## config.mk

```make
export PLATFORM = sky130hd
export DESIGN_NAME = bram_burst_ctrl
export DESIGN_NICKNAME = d
export VERILOG_FILES = /design/src/rtl/bram_ctrl_pkg.sv /design/src/rtl/bram_burst_ctrl.sv
export SDC_FILE = /design/constraint.sdc
export NUM_CORES = 1
export LEC_CHECK = 0
export ABC_AREA = 1
export BUFFER_PORTS_ARGS = -buffer_cell sky130_fd_sc_hd__buf_2
export CELL_PAD_IN_SITES_DETAIL_PLACEMENT = 0
export CELL_PAD_IN_SITES_GLOBAL_PLACEMENT = 1
export CORE_MARGIN = 5
export CORE_UTILIZATION = 30
export DETAILED_ROUTE_END_ITERATION = 8
export PLACE_DENSITY = 0.8
export RECOVER_POWER = 50
export SLEW_MARGIN = 10
export SYNTH_ARGS = -nofsm -noshare
export SYNTH_HDL_FRONTEND = slang
export SYNTH_SLANG_ARGS = --single-unit
```

## constraint.sdc

```tcl
create_clock -name clk -period 3.6 [get_ports clk]
set_input_delay 1.08 -clock clk [delete_from_list [all_inputs] [get_ports clk]]
set_output_delay 1.08 -clock clk [all_outputs]
set_load 0.02 [all_outputs]
```

## src/rtl/bram_ctrl_pkg.sv

```systemverilog
// Shared definitions for the BRAM burst controller.
//   ctrl_state_t : controller FSM state encoding, also exported on the
//                  controller's state_dbg port so checkers can bind to it.
package bram_ctrl_pkg;

    typedef enum logic [2:0] {
        IDLE      = 3'd0,
        RD_PRIME  = 3'd1,
        RD_STREAM = 3'd2,
        WR_STREAM = 3'd3,
        DONE      = 3'd4
    } ctrl_state_t;

endpackage

```

## src/rtl/bram_burst_ctrl.sv

```systemverilog
// Burst controller in front of a single-port BRAM (masterBram).
// Accepts one read or write burst command at a time, range-checks it, then
// streams words between the BRAM port and a valid/ready data stream.
//
// Ports:
//   clk, rst                      clock, synchronous active-high reset
//   cmd_valid/cmd_ready           command handshake (ready only in IDLE)
//   cmd_write, cmd_addr, cmd_len  burst direction, start address, length-1
//   wr_data/wr_valid/wr_ready     write-data stream into the block
//   rd_data/rd_valid/rd_ready     read-data stream out of the block
//   busy, done, err               status: not idle / burst complete / rejected
//   mem_wr, mem_address,
//   mem_data, mem_q               BRAM port (registered read address,
//                                 q valid one cycle after address)
//   state_dbg                     current FSM state
//
// Handshake rule for every stream: a transfer happens on a rising edge where
// valid and ready are both high; valid never depends on ready, and data is
// held stable by the source while valid is high and ready is low.
module bram_burst_ctrl
    import bram_ctrl_pkg::*;
#(
    parameter int MEMORY_DEPTH  = 4092,
    parameter int DATA_WIDTH    = 16,
    parameter int ADDRESS_WIDTH = $clog2(MEMORY_DEPTH)
) (
    input  logic                     clk,
    input  logic                     rst,
    input  logic                     cmd_valid,
    output logic                     cmd_ready,
    input  logic                     cmd_write,
    input  logic [ADDRESS_WIDTH-1:0] cmd_addr,
    input  logic [ADDRESS_WIDTH-1:0] cmd_len,
    input  logic [DATA_WIDTH-1:0]    wr_data,
    input  logic                     wr_valid,
    output logic                     wr_ready,
    output logic [DATA_WIDTH-1:0]    rd_data,
    output logic                     rd_valid,
    input  logic                     rd_ready,
    output logic                     busy,
    output logic                     done,
    output logic                     err,
    output logic                     mem_wr,
    output logic [ADDRESS_WIDTH-1:0] mem_address,
    output logic [DATA_WIDTH-1:0]    mem_data,
    input  logic [DATA_WIDTH-1:0]    mem_q,
    output ctrl_state_t              state_dbg
);

    localparam logic [ADDRESS_WIDTH:0] DEPTH_EXT = (ADDRESS_WIDTH + 1)'(MEMORY_DEPTH);

    ctrl_state_t              state, state_next;
    logic [ADDRESS_WIDTH-1:0] ptr;
    logic [ADDRESS_WIDTH-1:0] cnt;
    logic                     err_q;

    // Last address of the burst, one bit wider so the overflow is visible.
    logic [ADDRESS_WIDTH:0]   end_addr;
    logic                     cmd_ok;
    logic                     accept;
    logic                     beat;

    assign end_addr = {1'b0, cmd_addr} + {1'b0, cmd_len};
    assign cmd_ok   = (end_addr < DEPTH_EXT);
    assign accept   = (state == IDLE) && cmd_valid;
    assign beat     = ((state == RD_STREAM) && rd_ready) ||
                      ((state == WR_STREAM) && wr_valid);

    // State register and burst datapath.
    always_ff @(posedge clk) begin
        if (rst) begin
            state <= IDLE;
            ptr   <= '0;
            cnt   <= '0;
            err_q <= 1'b0;
        end else begin
            state <= state_next;
            err_q <= accept && !cmd_ok;
            if (accept && cmd_ok) begin
                ptr <= cmd_addr;
                cnt <= cmd_len;
            end else if (beat && (cnt != '0)) begin
                // The final beat leaves ptr on the last address, so ptr
                // never steps beyond the end of the burst.
                ptr <= ptr + ADDRESS_WIDTH'(1);
                cnt <= cnt - ADDRESS_WIDTH'(1);
            end
        end
    end

    // Next-state logic.
    always_comb begin
        state_next = state;
        case (state)
            IDLE: begin
                if (accept && cmd_ok)
                    state_next = cmd_write ? WR_STREAM : RD_PRIME;
            end
            RD_PRIME:  state_next = RD_STREAM;
            RD_STREAM: if (rd_ready && (cnt == '0)) state_next = DONE;
            WR_STREAM: if (wr_valid && (cnt == '0)) state_next = DONE;
            DONE:      state_next = IDLE;
            default:   state_next = IDLE;
        endcase
    end

    // Outputs. While rst is high everything is forced to its idle value so
    // an aborted burst cannot write or signal completion in the reset cycle.
    always_comb begin
        cmd_ready   = 1'b0;
        busy        = 1'b0;
        done        = 1'b0;
        wr_ready    = 1'b0;
        rd_valid    = 1'b0;
        mem_wr      = 1'b0;
        mem_address = ptr;
        mem_data    = wr_data;
        rd_data     = mem_q;
        if (rst) begin
            cmd_ready = 1'b1;
        end else begin
            case (state)
                IDLE:     cmd_ready = 1'b1;
                RD_PRIME: busy = 1'b1;
                RD_STREAM: begin
                    busy     = 1'b1;
                    rd_valid = 1'b1;
                    // Fetch the next word one cycle ahead only when the
                    // current one is consumed; otherwise re-read ptr so
                    // mem_q (and rd_data) holds under backpressure.
                    if (rd_ready && (cnt != '0))
                        mem_address = ptr + ADDRESS_WIDTH'(1);
                end
                WR_STREAM: begin
                    busy     = 1'b1;
                    wr_ready = 1'b1;
                    mem_wr   = wr_valid;
                end
                DONE: begin
                    busy = 1'b1;
                    done = 1'b1;
                end
                default: ;
            endcase
        end
    end

    assign err       = err_q;
    assign state_dbg = state;

endmodule

```

==> flow_summary.json, run 1 <==
{
  "synth_top_area_cell": "dfxtp_1",
  "cp.required_ns": 2.52,
  "setup_viol": 0,
  "synth_top_family_by_area": "simple AND/OR/NAND/NOR gates",
  "hpwl_um": 5640,
  "clock-root-buffer": "clkbuf_8",
  "synth_area_per_cell_um2": 6.15,
  "worstPathArrival_ns": 2.24,
  "ctsHtreeMaxLevel": 1,
  "synth-compound-area-share_pct": 15.7,
  "drv_cap": 0,
  "synth.area.top_cells": "dfxtp_1, nand2_1, buf_4",
  "die_area_mm2": 0.0115,
  "drc_errors": 0,
  "synth-simple-area-share_pct": 31.9,
  "vias": 2679,
  "grt_antenna_before_repair": 0,
  "synthDistinctLibCells": 36,
  "syn-num-nets": 535,
  "portBuffers": 51,
  "maxSlewViolCount": 0,
  "viasPerCell": 4.57,
  "finalHoldViolations": 0,
  "wirelength_um": 6880,
  "cts_tree": "yes",
  "tightestPinTransition_ns": 0.569,
  "ys_ff_latch": 28,
  "place_area_mm2": 0.00294,
  "final.min_clock_period_ns": 3.32,
  "wire_per_inst_um": 11.7,
  "drtIter0Drc": 91,
  "fin_crit_sh_pct": 92.3,
  "fin_util_pct": 32.5,
  "grt_start_max_net_pins": 28,
  "drive_gt1_share_pct": 15.4,
  "power_density_mw_per_mm2": 373,
  "numCtsBuffers": 3,
  "io_pins": 116,
  "clock_sinks": 28,
  "path_clk_slew_ns": 0.10,
  "endpoint_kind": "primary output",
  "cts_max_path_buffers": 2,
  "yosysWarnings": 0,
  "critPathLaunchType": "flop",
  "ant_nets": 0,
  "synth_top_area_share_pct": 19.8,
  "p_leak_uw": 0.00151,
  "syn_to_final_growth_pct": 5.71,
  "clk_latency_ns": 0.27,
  "dr.pass1.iters": 4,
  "grt_pass1_vias": 2567,
  "reg2reg_slack_ns": 1.24,
  "cts_setup_buffers": 0,
  "skew_ns": 0.00472,
  "grt_pass1_wl_um": 11400,
  "synth.area.mux_share_pct": 0,
  "overflow": 0,
  "hold_path.class": "reg2reg",
  "layout.cells.most_common": "nand2_1",
  "synth-xor-area-share_pct": 6.81,
  "core_mm2": 0.00920,
  "grtUsageTotal_pct": 11.8,
  "synthCells": 460,
  "synth_fa_ha_area_share_pct": 5.75,
  "gp_congestion": 0.813,
  "yosysSeqAreaShare_pct": 19.8,
  "row_count": 35,
  "status": "finished, final reports clean",
  "worstSetupPathType": "reg2out",
  "hold_buffers": 0,
  "most-common-layout-cells": "nand2_1, inv_1, nor2_1",
  "nets": 551,
  "maxClockFrequency_mhz": 301,
  "cp_max_fo": 4,
  "vdd_drop_max_v": 0.000141,
  "final_cell_area_mm2": 0.00299,
  "initial_core_util_pct": 30.7,
  "nFillCells": 1048,
  "die_y_um": 107,
  "cts_repair_resize_count": 0,
  "tns_ns": 0,
  "grt_setup_unrepaired": "no",
  "relSlewSlack_pct": 61.7,
  "die_w_um": 107,
  "syn_area_mm2": 0.00283,
  "antenna-diode-count": 0
}
[per-stage QoR]
stage               instances  total power [µW]  hold slack, ns  setup WS [ns]
detailed placement        582               925           0.538          0.298
global route              586              1220           0.602        0.00860
global placement          582               919           0.537          0.313
CTS                       586              1120           0.553          0.211
finish                    586              1120           0.555          0.279
floorplan                 460               855           0.510          0.133
[per-layer routing]
metal	up-vias	global-route usage (%)	wire, µm
met5	-	0	0
li1	1456	-	-
met4	0	2.74	63
met3	8	1.20	270
met2	39	20.2	3180
met1	1176	15.8	3370
[flip-flops by register name, indices dropped and copies added, names as in the netlist]
| signal | cells |
|---|---|
| ptr | 12 |
| state_dbg | 3 |
| cnt | 12 |
| err | 1 |
[logic make-up after synthesis]
kind of cell / Yosys count
adder cells (fa/ha/maj): 13
flip-flops: 28
AND/OR/NAND/NOR: 207
XOR/XNOR: 22
buffers and inverters: 109
AO/OA/AOI/OAI: 81
[final timing paths]
path,from,to,cells past startpoint
setup / recovery,ptr[0],mem_address[10],8
hold / removal,cnt[10],cnt[10],2
setup reg to reg,cnt[0],ptr[10],13
hold reg to reg,cnt[10],cnt[10],2
[critical path: stages (launching register included)]
cell and delay (ns):
dfxtp_1 0.43, ha_1 0.22, nand2_1 0.11, nor4_1 0.51, nand3_1 0.16, xor2_1 0.22
nand2_1 0.07, o21ai_1 0.07, buf_2 0.18
[synth_stat cells]
cell type	instances
o211ai_1	1
xnor2_1	2
dfxtp_1	28
a21oi_1	12
nor2_4	1
o22ai_1	1
inv_1	60
nor4_2	1
buf_8	1
a211oi_1	1
nand4_1	4
a41oi_2	1
nand2_1	105
ha_1	13
clkbuf_1	5
xor2_1	20
a31oi_1	5
nor3b_1	1
a21oi_2	3
inv_4	1
nor2_2	2
nand3_4	2
buf_6	2
nand2_2	5
buf_4	33
o21ai_1	22
nor3_1	6
inv_2	4
nand3b_1	3
o21ai_2	1
nor4_1	2
nand3_1	16
nor2_1	58
o21ai_0	34
buf_2	3
nor3_2	1
[area by class of cell]
cell class	instances	area (µm²)	share of cell area, %
Clock buffer	4	55.1	1.84
Timing Repair Buffer	55	275	9.21
Multi-Input combinational cell	323	1710	57.3
Inverter	65	246	8.25
Tap cell	111	139	4.65
Sequential cell	28	561	18.8
[power breakdown]
part | leakage [µW] | internal [µW] | switching (µW) | total [µW]
registers | 0.000230 | 355 | 43.9 | 399
clock network | 0.0000288 | 97.9 | 96.8 | 195
logic | 0.00125 | 190 | 333 | 522
total | 0.00151 | 643 | 473 | 1120
Note: power is estimated with default switching activity, not from simulation.
==> inputs of run 2 (changes only) <==
--- a/config.mk
+++ b/config.mk
@@ -13,7 +13,7 @@
 export CORE_UTILIZATION = 30
 export DETAILED_ROUTE_END_ITERATION = 8
 export PLACE_DENSITY = 0.8
-export RECOVER_POWER = 50
+export RECOVER_POWER = 100
 export SLEW_MARGIN = 10
 export SYNTH_ARGS = -nofsm -noshare
 export SYNTH_HDL_FRONTEND = slang
==> flow_summary.json, run 2 (synthesis results as in run 1) <==
{
  "hpwl_um": 5640,
  "worstSetupPathType": "in2out",
  "hold_buffers": 0,
  "maxSlewViolCount": 0,
  "wirelength_um": 6890,
  "cts_repair_resize_count": 0,
  "die_y_um": 107,
  "nFillCells": 1058,
  "setup_viol": 0,
  "reg2reg_slack_ns": 1.23,
  "gp_congestion": 0.813,
  "grt_setup_unrepaired": "no",
  "cpPeakStageDelay_ns": 0.37,
  "dp.cells": 582,
  "cts_max_path_buffers": 2,
  "tightestPinTransition_ns": 0.554,
  "p_leak_uw": 0.00149,
  "initial_core_util_pct": 30.7,
  "drtIter0Drc": 111,
  "nets": 551,
  "antenna-diode-count": 0,
  "grt_antenna_before_repair": 0,
  "cts_setup_buffers": 0,
  "skew_ns": 0.00459,
  "overflow": 0,
  "row_count": 35,
  "wire_per_inst_um": 11.8,
  "hold_path.class": "reg2reg",
  "finalHoldViolations": 0,
  "core_mm2": 0.00920,
  "tns_ns": 0,
  "cp.required_ns": 2.52,
  "cts_tree": "yes",
  "drc_errors": 0,
  "reg2reg_depth": 13,
  "io_pins": 116,
  "status": "finished, final reports clean",
  "dr.pass1.iters": 4,
  "seqCellArea_um2": 561,
  "grt_start_max_net_pins": 28,
  "whs_path_depth": 2,
  "fin_crit_sh_pct": 93.3,
  "grtUsageTotal_pct": 11.8,
  "grt_pass1_wl_um": 11400,
  "vdd_drop_max_v": 0.000141,
  "multi_input_area_mm2": 0.00169,
  "vias": 2699,
  "power_density_mw_per_mm2": 374,
  "die_area_mm2": 0.0115,
  "cp_max_fo": 24,
  "worstPathArrival_ns": 2.28,
  "die_w_um": 107,
  "clock_sinks": 28,
  "fin_util_pct": 32.2,
  "reg2reg_to": "ptr[9]",
  "syn_to_final_growth_pct": 4.69,
  "numCtsBuffers": 3,
  "drive_gt1_share_pct": 14.1,
  "layout.cells.most_common": "nand2_1",
  "clock-root-buffer": "clkbuf_8",
  "drv_cap": 0,
  "grt_pass1_vias": 2567,
  "maxClockFrequency_mhz": 298,
  "ctsHtreeMaxLevel": 1,
  "portBuffers": 51,
  "critPathLaunchType": "input port",
  "final_cells": 586,
  "ant_nets": 0,
  "hold_start": "cnt[10]",
  "min_to": "cnt[10]",
  "clk_latency_ns": 0.27,
  "r2r-start": "cnt[0]",
  "final.min_clock_period_ns": 3.36,
  "relSlewSlack_pct": 62.8,
  "most-common-layout-cells": "nand2_1, inv_1, nor2_1",
  "slowest_stage": "clkbuf_2",
  "path_clk_slew_ns": 0.09,
  "viasPerCell": 4.61,
  "endpoint_kind": "primary output",
  "crit_chain": "buf_2, inv_1, clkbuf_2, o21ai_0, a21oi_1, clkbuf_1"
}
-- run 2: cell types whose count changed in the layout (fill, tap and decap cells not counted), sizes merged --
cell / change
buf: -11
clkbuf: +11
-- run 2: critical path: cells and delay by family --
kind / cells / cell delay, ns
buf+inv: 4 / 0.86
compound gates: 2 / 0.34
-- run 2: per-layer routing --
| metal | routed length (µm) | up-vias | global-route usage [%] |
|---|---|---|---|
| met5 | 0 | - | 0 |
| met1 | 3350 | 1187 | 15.8 |
| met4 | 67 | 0 | 2.74 |
| met2 | 3140 | 46 | 20.2 |
| li1 | - | 1456 | - |
| met3 | 331 | 10 | 1.20 |
-- run 2: worst max path at each step --
stage	from	end	slack, ns	cells after the start
after floorplan	rst	mem_address[11]	0.13	6
after global placement	cmd_addr[5]	cnt[4]	0.31	13
after detailed placement	cmd_addr[5]	cnt[6]	0.30	16
after CTS	cnt[0]	mem_address[3]	0.21	10
after global routing	ptr[0]	mem_address[10]	0.005	8
final	rst	busy	0.24	6
-- run 2: power breakdown --
part / total [µW] / internal (µW) / switching (µW)
Combinational: 512 / 184 / 328
Clock: 195 / 97.9 / 97.2
Sequential: 399 / 355 / 43.7
-- run 2: area by class of cell --
class,instances,area share (%)
multi-input cells,323,57.2
flip-flops and latches,28,18.9
repair buffers,55,9.00
inverters,65,8.33
well taps,111,4.69
clock buffers,4,1.86
-- run 2: stage by stage --
step                total power (µW)  cell area (µm²)  hold WS [ns]  setup WS [ns]
floorplan                        855             2830         0.510          0.133
global placement                 919             2940         0.537          0.313
detailed placement               925             2940         0.538          0.298
CTS                             1120             2990         0.553          0.211
global route                    1210             2960         0.606        0.00519
finish                          1110             2960         0.555          0.240
==> inputs of run 3 (changes only) <==
--- a/config.mk
+++ b/config.mk
@@ -12,7 +12,7 @@
 export CORE_MARGIN = 5
 export CORE_UTILIZATION = 30
 export DETAILED_ROUTE_END_ITERATION = 8
-export PLACE_DENSITY = 0.8
+export PLACE_DENSITY = 0.78
 export RECOVER_POWER = 100
 export SLEW_MARGIN = 10
 export SYNTH_ARGS = -nofsm -noshare
==> flow_summary.json, run 3 (synthesis results as in run 1) <==
{
  "power_uw": 1160,
  "grtUsageTotal_pct": 12.2,
  "overflow": 0,
  "antenna-diode-count": 0,
  "nFillCells": 1031,
  "wirelength_um": 6930,
  "hold_start": "cnt[9]",
  "clock-root-buffer": "clkbuf_8",
  "cp_num_buf_inv": 4,
  "grt_setup_unrepaired": "no",
  "slowest_stage": "clkbuf_2",
  "tightestPinTransition_ns": 0.544,
  "fin_crit_sh_pct": 93.2,
  "p_sw_uw": 474,
  "path_clk_slew_ns": 0.10,
  "final.min_clock_period_ns": 3.36,
  "clk_latency_ns": 0.28,
  "portBuffers": 51,
  "ant_nets": 0,
  "drv_cap": 0,
  "hold_path.class": "reg2reg",
  "numCtsBuffers": 3,
  "worstPathArrival_ns": 2.28,
  "startpoint": "rst",
  "min_to": "cnt[9]",
  "dr.pass1.iters": 6,
  "p_leak_uw": 0.00150,
  "maxSlewViolCount": 0,
  "vdd_drop_max_v": 0.000126,
  "hpwl_um": 5650,
  "initial_core_util_pct": 30.7,
  "hold_buffers": 0,
  "switching_share_pct": 40.9,
  "skew_ns": 0.00928,
  "die_w_um": 107,
  "drive_gt1_share_pct": 14.7,
  "grt_pass1_wl_um": 11900,
  "viasPerCell": 4.73,
  "core_mm2": 0.00920,
  "cts_max_path_buffers": 2,
  "layout.cells.most_common": "nand2_1",
  "reg2reg_depth": 13,
  "cpPeakStageDelay_ns": 0.37,
  "drtIter0Drc": 93,
  "most-common-layout-cells": "nand2_1, inv_1, nor2_1",
  "cp_max_fo": 24,
  "crit_chain": "buf_2, inv_1, clkbuf_2, o21ai_0, a21oi_1, clkbuf_1",
  "p_int_uw": 686,
  "setup_viol": 0,
  "die_y_um": 107,
  "relSlewSlack_pct": 63.4,
  "maxClockFrequency_mhz": 298,
  "io_pins": 116,
  "grt_pass1_vias": 2707,
  "reg2reg_slack_ns": 1.23,
  "grt_start_max_net_pins": 28,
  "clkPwrFrac_pct": 21.7,
  "status": "finished, final reports clean",
  "power_density_mw_per_mm2": 390,
  "r2r-start": "cnt[0]",
  "vias": 2770,
  "cts_setup_buffers": 0,
  "gp_congestion": 0.832,
  "tns_ns": 0,
  "die_area_mm2": 0.0115,
  "cts_tree": "yes",
  "endpoint_kind": "primary output",
  "row_count": 35,
  "finalHoldViolations": 0,
  "drc_errors": 0,
  "grt_antenna_before_repair": 0,
  "cts_repair_resize_count": 0,
  "critPathLaunchType": "input port",
  "nets": 551,
  "ctsHtreeMaxLevel": 1,
  "whs_path_depth": 2,
  "worstSetupPathType": "in2out",
  "cp.required_ns": 2.52,
  "crit_family": "buffers and inverters",
  "syn_to_final_growth_pct": 5.27,
  "power_frac_seq_pct": 34.3,
  "wire_per_inst_um": 11.8,
  "clock_sinks": 28,
  "power_frac_comb_pct": 43.9,
  "reg2reg_to": "ptr[10]"
}
-- run 3: cell type report --
cell class	count	area [µm²]	share of cell area [%]
clock buffers	3	41.3	1.39
clock inverters	1	30.0	1.01
inverters	65	246	8.28
multi-input cells	323	1690	56.9
flip-flops and latches	28	561	18.8
well taps	111	139	4.67
repair buffers	55	265	8.91
-- run 3: worst max-delay path by stage --
stage | slack [ns] | to | depth (start not counted)
floorplan | 0.13 | mem_address[11] | 6
global placement | 0.31 | cnt[8] | 16
detailed placement | 0.30 | cnt[7] | 16
CTS | 0.24 | mem_address[4] | 10
global route | 0.01 | mem_address[4] | 10
finish | 0.24 | busy | 6
-- run 3: through the flow --
stage / cells / cell area [µm²] / util, % / setup slack [ns] / hold slack (ns)
after floorplan: 460 / 2830 / - / 0.133 / 0.510
after global placement: 582 / 2940 / 32.0 / 0.314 / 0.545
after detailed placement: 582 / 2940 / 32.0 / 0.300 / 0.557
after CTS: 586 / 3010 / 32.7 / 0.245 / 0.572
after global routing: 586 / 2980 / 32.4 / 0.0111 / 0.599
final: 586 / 2980 / 32.4 / 0.244 / 0.580
-- run 3: power groups by stage --
stage               combinational [µW]  sequential, µW  clock (µW)
CTS                                524             398         256
finish                             510             398         252
global route                       585             406         266
floorplan                          454             401           0
global placement                   517             404           0
detailed placement                 521             405           0
-- run 3: routing by layer --
metal  global-route usage, %  up-vias  routed length (µm)
li1                        -     1457                   -
met1                    15.3     1238                3180
met2                    21.7       63                3270
met3                    2.11       12                 390
met4                    2.83        0                  84
met5                       0        -                   0
-- run 3: tightest hold or removal path: stages (launching register included) --
cell	delay (ns)
dfxtp_1	0.38
nand3_1	0.10
a21oi_1	0.06
